File: src/rtl/kbd_pkg.sv
// Shared keyboard definitions: PS/2 release scancodes and the 2-bit game commands
// they map to. The game FSM imports the same constants.
package kbd_pkg;

  localparam logic [7:0] SC_F = 8'h2B;
  localparam logic [7:0] SC_Q = 8'h15;
  localparam logic [7:0] SC_H = 8'h33;
  localparam logic [7:0] SC_X = 8'h22;

  localparam logic [1:0] CMD_F = 2'd0;
  localparam logic [1:0] CMD_Q = 2'd1;
  localparam logic [1:0] CMD_H = 2'd2;
  localparam logic [1:0] CMD_X = 2'd3;

  typedef struct packed {
    logic       valid;
    logic [1:0] cmd;
  } decode_t;

  // Unmapped scancodes come back with valid=0 and a harmless cmd of 0.
  function automatic decode_t decode_scancode(input logic [7:0] sc);
    decode_t d;
    d.valid = 1'b1;
    d.cmd   = CMD_F;
    case (sc)
      SC_F:    d.cmd = CMD_F;
      SC_Q:    d.cmd = CMD_Q;
      SC_H:    d.cmd = CMD_H;
      SC_X:    d.cmd = CMD_X;
      default: d.valid = 1'b0;
    endcase
    return d;
  endfunction

endpackage

File: src/rtl/sync_fifo.sv
// Show-ahead synchronous FIFO with a separately tracked occupancy count.
// A push while full is only accepted when a pop frees a slot in the same cycle.
module sync_fifo
  import kbd_pkg::*;
#(
  parameter int WIDTH = 2,
  parameter int DEPTH = 4
) (
  input  logic                       clk,
  input  logic                       reset,
  input  logic                       push,
  input  logic [WIDTH-1:0]           wdata,
  input  logic                       pop,
  output logic [WIDTH-1:0]           rdata,
  output logic [$clog2(DEPTH+1)-1:0] count,
  output logic                       full,
  output logic                       empty
);

  localparam int AW = $clog2(DEPTH);
  localparam int CW = $clog2(DEPTH+1);

  logic [WIDTH-1:0] mem [DEPTH];
  logic [AW-1:0]    wr_ptr;
  logic [AW-1:0]    rd_ptr;
  logic             do_push;
  logic             do_pop;

  assign empty   = (count == '0);
  assign full    = (count == CW'(DEPTH));
  assign do_pop  = pop & ~empty;
  assign do_push = push & (~full | do_pop);

  // Head is forced to zero when empty so the output never carries stale data.
  assign rdata = empty ? '0 : mem[rd_ptr];

  always_ff @(posedge clk or posedge reset) begin
    if (reset) begin
      wr_ptr <= '0;
      rd_ptr <= '0;
      count  <= '0;
      for (int i = 0; i < DEPTH; i++) mem[i] <= '0;
    end else begin
      if (do_push) begin
        mem[wr_ptr] <= wdata;
        wr_ptr      <= wr_ptr + 1'b1;
      end
      if (do_pop) rd_ptr <= rd_ptr + 1'b1;
      if (do_push && !do_pop)      count <= count + 1'b1;
      else if (!do_push && do_pop) count <= count - 1'b1;
    end
  end

endmodule

File: src/rtl/kbd_cmd_queue.sv
// Turns key-release events from the PS/2 receiver into queued game commands,
// flagging dropped events (queue full) and unmapped scancodes as sticky errors.
module kbd_cmd_queue
  import kbd_pkg::*;
#(
  parameter int DEPTH = 4,
  parameter int CW    = $clog2(DEPTH+1)
) (
  input  logic          clk,
  input  logic          reset,
  input  logic [7:0]    scancode,
  input  logic          check,
  input  logic          cmd_ready,
  output logic          cmd_valid,
  output logic [1:0]    cmd,
  output logic [CW-1:0] count,
  output logic          overflow,
  output logic          bad_code
);

  logic    check_q;
  logic    key_event;
  decode_t decoded;
  logic    fifo_full;
  logic    fifo_empty;
  logic    pop;
  logic    push;

  // check stays high until the next packet, so only its rising edge is an event.
  assign key_event = check & ~check_q;
  assign decoded   = decode_scancode(scancode);
  assign cmd_valid = ~fifo_empty;
  assign pop       = cmd_valid & cmd_ready;
  assign push      = key_event & decoded.valid & (~fifo_full | pop);

  always_ff @(posedge clk or posedge reset) begin
    if (reset) begin
      check_q  <= 1'b0;
      overflow <= 1'b0;
      bad_code <= 1'b0;
    end else begin
      check_q <= check;
      if (key_event && decoded.valid && fifo_full && !pop) overflow <= 1'b1;
      if (key_event && !decoded.valid)                     bad_code <= 1'b1;
    end
  end

  sync_fifo #(
    .WIDTH(2),
    .DEPTH(DEPTH)
  ) u_fifo (
    .clk   (clk),
    .reset (reset),
    .push  (push),
    .wdata (decoded.cmd),
    .pop   (pop),
    .rdata (cmd),
    .count (count),
    .full  (fifo_full),
    .empty (fifo_empty)
  );

endmodule

File: config.mk
export PLATFORM = sky130hd
export DESIGN_NAME = kbd_cmd_queue
export DESIGN_NICKNAME = d
export VERILOG_FILES = /design/src/rtl/kbd_pkg.sv /design/src/rtl/sync_fifo.sv /design/src/rtl/kbd_cmd_queue.sv
export SDC_FILE = /design/constraint.sdc
export NUM_CORES = 1
export LEC_CHECK = 0
export ABC_AREA = 0
export CORE_ASPECT_RATIO = 1.1
export CORE_UTILIZATION = 48
export CTS_CLUSTER_DIAMETER = 120
export DETAILED_ROUTE_END_ITERATION = 6
export PLACE_DENSITY = 0.75
export SLEW_MARGIN = 0
export SYNTH_ARGS = -nofsm -noshare
export SYNTH_HDL_FRONTEND = slang
export SYNTH_SLANG_ARGS = --single-unit
File: constraint.sdc
create_clock -name clk -period 2.84 [get_ports clk]
set_input_delay 0.426 -clock clk [delete_from_list [all_inputs] [get_ports clk]]
set_output_delay 0.426 -clock clk [all_outputs]
set_load 0.01 [all_outputs]
==> results.cfg, run 1 <==
[sta]
setup_viol = 0
fin_crit_sh = 0.9449
hold_violations = 0
maxSlewViolCount = 0
fin_crit_ns = 2.683
clock_skew_ns = 0.002190
max_slew_margin = 0.5385
hold_ws_ns = 0.4779
fin_setup_tns_ns = 0
clock.fmax_mhz = 372.7
rsz0062_at_grt = no
setup_slack_ns = 0.1565
worst_pin_slew_ns = 0.6860

[critical_path]
path_cells = clkdlybuf4s50_1 -> or3b_4 -> a2111oi_4 -> o211ai_1 -> inv_1 -> ha_1 -> inv_1 -> fa_1 -> xor2_1 -> nor2_1 -> xor2_1
crit_buf_inv = 3
cp_max_fo = 2
worstSetupStartpointType = input port
required_ns = 3.05
cp_slowest_cell = clkdlybuf4s50_1
endpoint_kind = register
critical-path-top-delay-family = buffers and inverters
critPathArrivalTime_ns = 2.90
critPathKind = input port to register
cpPeakStageDelay_ns = 0.46

[global_route]
grt_pass1_wl_mm = 3.077
grt_pass1_vias = 713
grt_overflow = 0
track_usage = 0.1917
grt_max_degree = 19
grt_antenna_before_repair = 0

[cells_and_area]
instances_no_fill = 136
finalNetCount = 127
final_util = 0.6546
mostFrequentLayoutCell = clkdlybuf4s50_1
area_growth_pct = 30.10
stdcell_area_mm2 = 0.001309
final_cell_mix = clkdlybuf4s50_1 (19), dfrtp_1 (18), mux2_2 (8)
drive_above_1_share = 0.2407
num_antenna_cells = 0

[floorplan]
core_area_mm2 = 0.001999
start_util = 0.5031
die_area_mm2 = 0.002283
row_count = 17
die_height_um = 50.02
num_io_pins = 20
die-width_um = 45.65

[route]
wl_per_cell_um = 13.32
avgViaCountPerCell = 5.257
drc_errors = 0
wl_mm = 1.812
drt_iter0_drc = 9
antenna_left = 0
vias = 715
drtPass1Iterations = 5

[power_and_ir_drop]
power.share.switching = 0.3037
p_seq_frac = 0.477
power_frac_clock = 0.207
p_int_mw = 0.5209
peakVddDrop_mv = 0.5156
power_density_mw_per_mm2 = 571.6
power.leakage_nw = 0.5799
finalPower_mw = 0.7481
switching_power_mw = 0.2272
power.share.combinational = 0.316

[yosys]
synth_xor_area_frac = 0.06965
syn_avg_cell_area_um2 = 12.57
synthMuxAreaShare = 0.1604
synth-seq-cells = 18
synth_compound_area_frac = 0.08582
synth_nets = 98
syn-cell-area_mm2 = 0.001006
ys_types = 32
seq_area_frac_synth = 0.4478
synth_adder_area_share = 0.08209
synth_top_family_by_area = multiplexers
yosys_warnings = 0
synth-simple-area-share = 0.1318
syn_inst = 80

[place]
dp.cells = 132
pre_cts_slack_ns = -0.1716
io_buffers = 19
dp_hpwl_mm = 1.459
gp_congestion = 0.8176
placed_cell_area_mm2 = 0.001272

[clock_network]
clk_pin_slew_ns = 0.10
cts_made_buffers = 3
numClockSinks = 18
cts_tree = yes
ctsLongestPathBuffers = 2
postCtsResizedCells = 0
insertion_delay_ns = 0.29
post_cts_buffers = 0
h-tree-depth = 1
clockRootBuffer = clkbuf_4

[hold_path]
holdCritPathClass = register to register

[flow_run]
cap_viol_max_count = 0

[status]
status = completed
[per-layer routing]
layer	part of all wire	track usage	vias up	wire, um
li1	-	-	345	-
met1	0.44	0.2400	360	801
met2	0.52	0.3167	6	951
met3	0.015	0.02198	4	28
met4	0.017	0.09091	0	30
met5	0	0	-	0
[power by group through the flow]
| stage | Sequential, mW | Clock, mW | Combinational, mW |
|---|---|---|---|
| after floorplan | 0.363 | 0 | 0.126 |
| after global placement | 0.362 | 0 | 0.231 |
| after detailed placement | 0.363 | 0 | 0.237 |
| after CTS | 0.358 | 0.161 | 0.240 |
| after global routing | 0.368 | 0.176 | 0.257 |
| final | 0.357 | 0.155 | 0.236 |
[final cells by class]
cell class | instances | area [um2]
fillers | 182 | 690.7
multi-input cells | 56 | 533.0
flip-flops and latches | 18 | 450.4
repair buffers | 25 | 235.2
clock buffers | 4 | 36.28
well taps | 28 | 35.03
inverters | 5 | 18.77
[flip-flops by register name, indices dropped and copies added, names as in the netlist]
register / cells
u_fifo.count: 3
overflow: 1
u_fifo.rd_ptr: 2
u_fifo.wr_ptr: 2
check_q: 1
bad_code: 1
u_fifo.mem: 8
[cells in the mapped netlist (all sizes together)]
cell,count,area [um2]
dfrtp,18,450.4
mux2,10,116.4
ha,5,62.56
inv,5,18.77
o21ai,4,20.02
xnor2,4,35.03
xor2,4,35.03
and3,3,18.77
and2,2,12.51
mux4,2,45.04
nand2,2,7.510
nor2,2,7.510
nor4,2,18.77
or3,2,12.51
a2111oi,1,27.53
a21o,1,7.510
clkbuf,1,3.750
fa,1,20.02
nand3,1,5.000
nand3b,1,7.510
nor2b,1,6.260
o2111ai,1,8.760
o211ai,1,7.510
o21bai,1,7.510
o31ai,1,7.510
or2,1,6.260
or3b,1,11.26
or4,1,8.760
or4b,1,10.01
[cells by family after synthesis]
group / count (synthesis)
mux: 12
simple gates: 20
compound gates: 10
flops: 18
buf+inv: 6
xor+xnor: 8
fa+ha+maj: 6
[path summary, 6_finish.rpt]
check / startpoint / end / slack [ns] / depth (start not counted)
worst max-delay path: scancode[2] / u_fifo.count[2] / 0.16 / 11
worst min-delay path: bad_code / bad_code / 0.48 / 1
worst max register to register: u_fifo.count[0] / u_fifo.count[1] / 0.50 / 7
worst min register to register: bad_code / bad_code / 0.48 / 1
max in group asynchronous: reset / u_fifo.count[1] / 1.88 / 2
min in group asynchronous: reset / u_fifo.count[0] / 0.53 / 2
[timing repair]
| action | in CTS | in global routing |
|---|---|---|
| hold endpoints to repair | 0 | 0 |
| hold buffers | 0 | 0 |
| setup endpoints to repair | 0 | 1 |
No activity file was read; power rests on OpenSTA's default activity.
==> run 2, diff against run 1 <==
--- a/config.mk
+++ b/config.mk
@@ -10,7 +10,7 @@
 export CORE_UTILIZATION = 48
 export CTS_CLUSTER_DIAMETER = 120
 export DETAILED_ROUTE_END_ITERATION = 6
-export PLACE_DENSITY = 0.75
+export PLACE_DENSITY = 0.82
 export SLEW_MARGIN = 0
 export SYNTH_ARGS = -nofsm -noshare
 export SYNTH_HDL_FRONTEND = slang
==> results.cfg, run 2 (same netlist as run 1, synthesis figures left out) <==
[cells_and_area]
fill_cells = 170
mostFrequentLayoutCell = clkdlybuf4s50_1
final_util = 0.6546
drive_above_1_share = 0.2407
largest_register = u_fifo.mem
finalNetCount = 127
num_antenna_cells = 0
top_regs = u_fifo.mem: 8 flops, u_fifo.count: 3 flops
area_growth_pct = 30.10
largest_reg_flops = 8
final_cell_mix = clkdlybuf4s50_1 (19), dfrtp_1 (18), mux2_2 (8)

[clock_network]
cts_made_buffers = 3
post_cts_buffers = 0
hold_buffers = 0
h-tree-depth = 1
insertion_delay_ns = 0.30
clockRootBuffer = clkbuf_4
cts_tree = yes
ctsLongestPathBuffers = 2
postCtsResizedCells = 0
numClockSinks = 18
clk_pin_slew_ns = 0.10

[floorplan]
die-width_um = 45.65
core_area_mm2 = 0.001999
num_io_pins = 20
start_util = 0.5031
row_count = 17
die_area_mm2 = 0.002283
die_height_um = 50.02

[route]
drtPass1Iterations = 3
drt_iter0_drc = 5
avgViaCountPerCell = 5.316
drc_errors = 0
vias = 723
antenna_left = 0
wl_mm = 1.972
wl_per_cell_um = 14.50

[power_and_ir_drop]
power.leakage_nw = 0.5791
peakVddDrop_mv = 0.3511
power_density_mw_per_mm2 = 580.0

[sta]
fin_crit_sh = 0.9457
rsz0062_at_grt = no
setup_viol = 0
maxSlewViolCount = 0
max_slew_margin = 0.5410
clock.fmax_mhz = 372.3
worst_pin_slew_ns = 0.6877
setup_slack_ns = 0.1542
hold_violations = 0
fin_crit_ns = 2.686
clock_skew_ns = 0.003212

[hold_path]
holdCritPathClass = register to register
hold_end = overflow
min_from = overflow
min_path_cells = 1

[critical_path]
worstSetupStartpointType = input port
r2r_setup_slack_ns = 0.47
reg2regPathDepth = 7
critPathKind = input port to register
required_ns = 3.07
rr_endpoint = u_fifo.count[1]
critPathArrivalTime_ns = 2.91
endpoint_kind = register
r2r-start = u_fifo.count[0]
cp_max_fo = 2

[global_route]
grt_antenna_before_repair = 0
grt_pass1_wl_mm = 3.277
grt_pass1_vias = 771
track_usage = 0.2092
grt_max_degree = 19
grt_overflow = 0

[status]
status = completed

[place]
gp_congestion = 0.7031
io_buffers = 19
pre_cts_slack_ns = -0.1614
dp_hpwl_mm = 1.562

[flow_run]
cap_viol_max_count = 0
run 2: cell counts in the layout (fill, tap and decap cells not counted):
No cell type changed its count.
run 2: cell type report:
| type | instances | area [um2] | share of cell area |
|---|---|---|---|
| inverters | 5 | 18.77 | 0.01434 |
| well taps | 28 | 35.03 | 0.02677 |
| flip-flops and latches | 18 | 450.4 | 0.3442 |
| multi-input cells | 56 | 533.0 | 0.4073 |
| clock buffers | 4 | 36.28 | 0.02772 |
| repair buffers | 25 | 235.2 | 0.1797 |
run 2: how the worst max path moves through the flow:
stage	cells after the start	start	endpoint
finish	11	scancode[2]	u_fifo.count[2]
global route	11	scancode[2]	u_fifo.count[2]
CTS	11	scancode[2]	u_fifo.count[2]
detailed placement	11	scancode[2]	u_fifo.count[2]
global placement	9	scancode[2]	u_fifo.count[1]
floorplan	10	scancode[1]	u_fifo.count[2]
run 2: worst max-delay path, stage by stage:
cell and delay, ns:
clkdlybuf4s50_1 0.46, or3b_4 0.39, a2111oi_4 0.32, o211ai_1 0.18, inv_1 0.10, ha_1 0.16, inv_1 0.05, fa_1 0.37
xor2_1 0.15, nor2_1 0.12, xor2_1 0.18
run 2: stage by stage:
step           hold slack [ns]  cells  total power, mW  instance area (um2)  setup TNS, ns
2_1_floorplan           0.3646     80           0.4894                 1006              0
3_3_place_gp            0.4404    132           0.5939                 1272       -0.07353
3_5_place_dp            0.4609    132           0.6054                 1272        -0.2542
4_1_cts                 0.4896    136           0.7741                 1309              0
5_1_grt                 0.5142    136           0.8011                 1309              0
6_report                0.4811    136           0.7591                 1309              0
run 2: report_power, final:
| part | leakage, nW | switching (mW) | internal (mW) |
|---|---|---|---|
| Combinational | 0.326 | 0.0979 | 0.142 |
| Sequential | 0.232 | 0.0599 | 0.300 |
| Clock | 0.0210 | 0.0814 | 0.0784 |
run 2: layer usage:
layer  part of all wire  track usage  up-vias
met2               0.52       0.3286       20
met1               0.41       0.2393      347
met3              0.045      0.03663        7
met4              0.033       0.1667        0
li1                   -            -      349
met5                  0            0        -
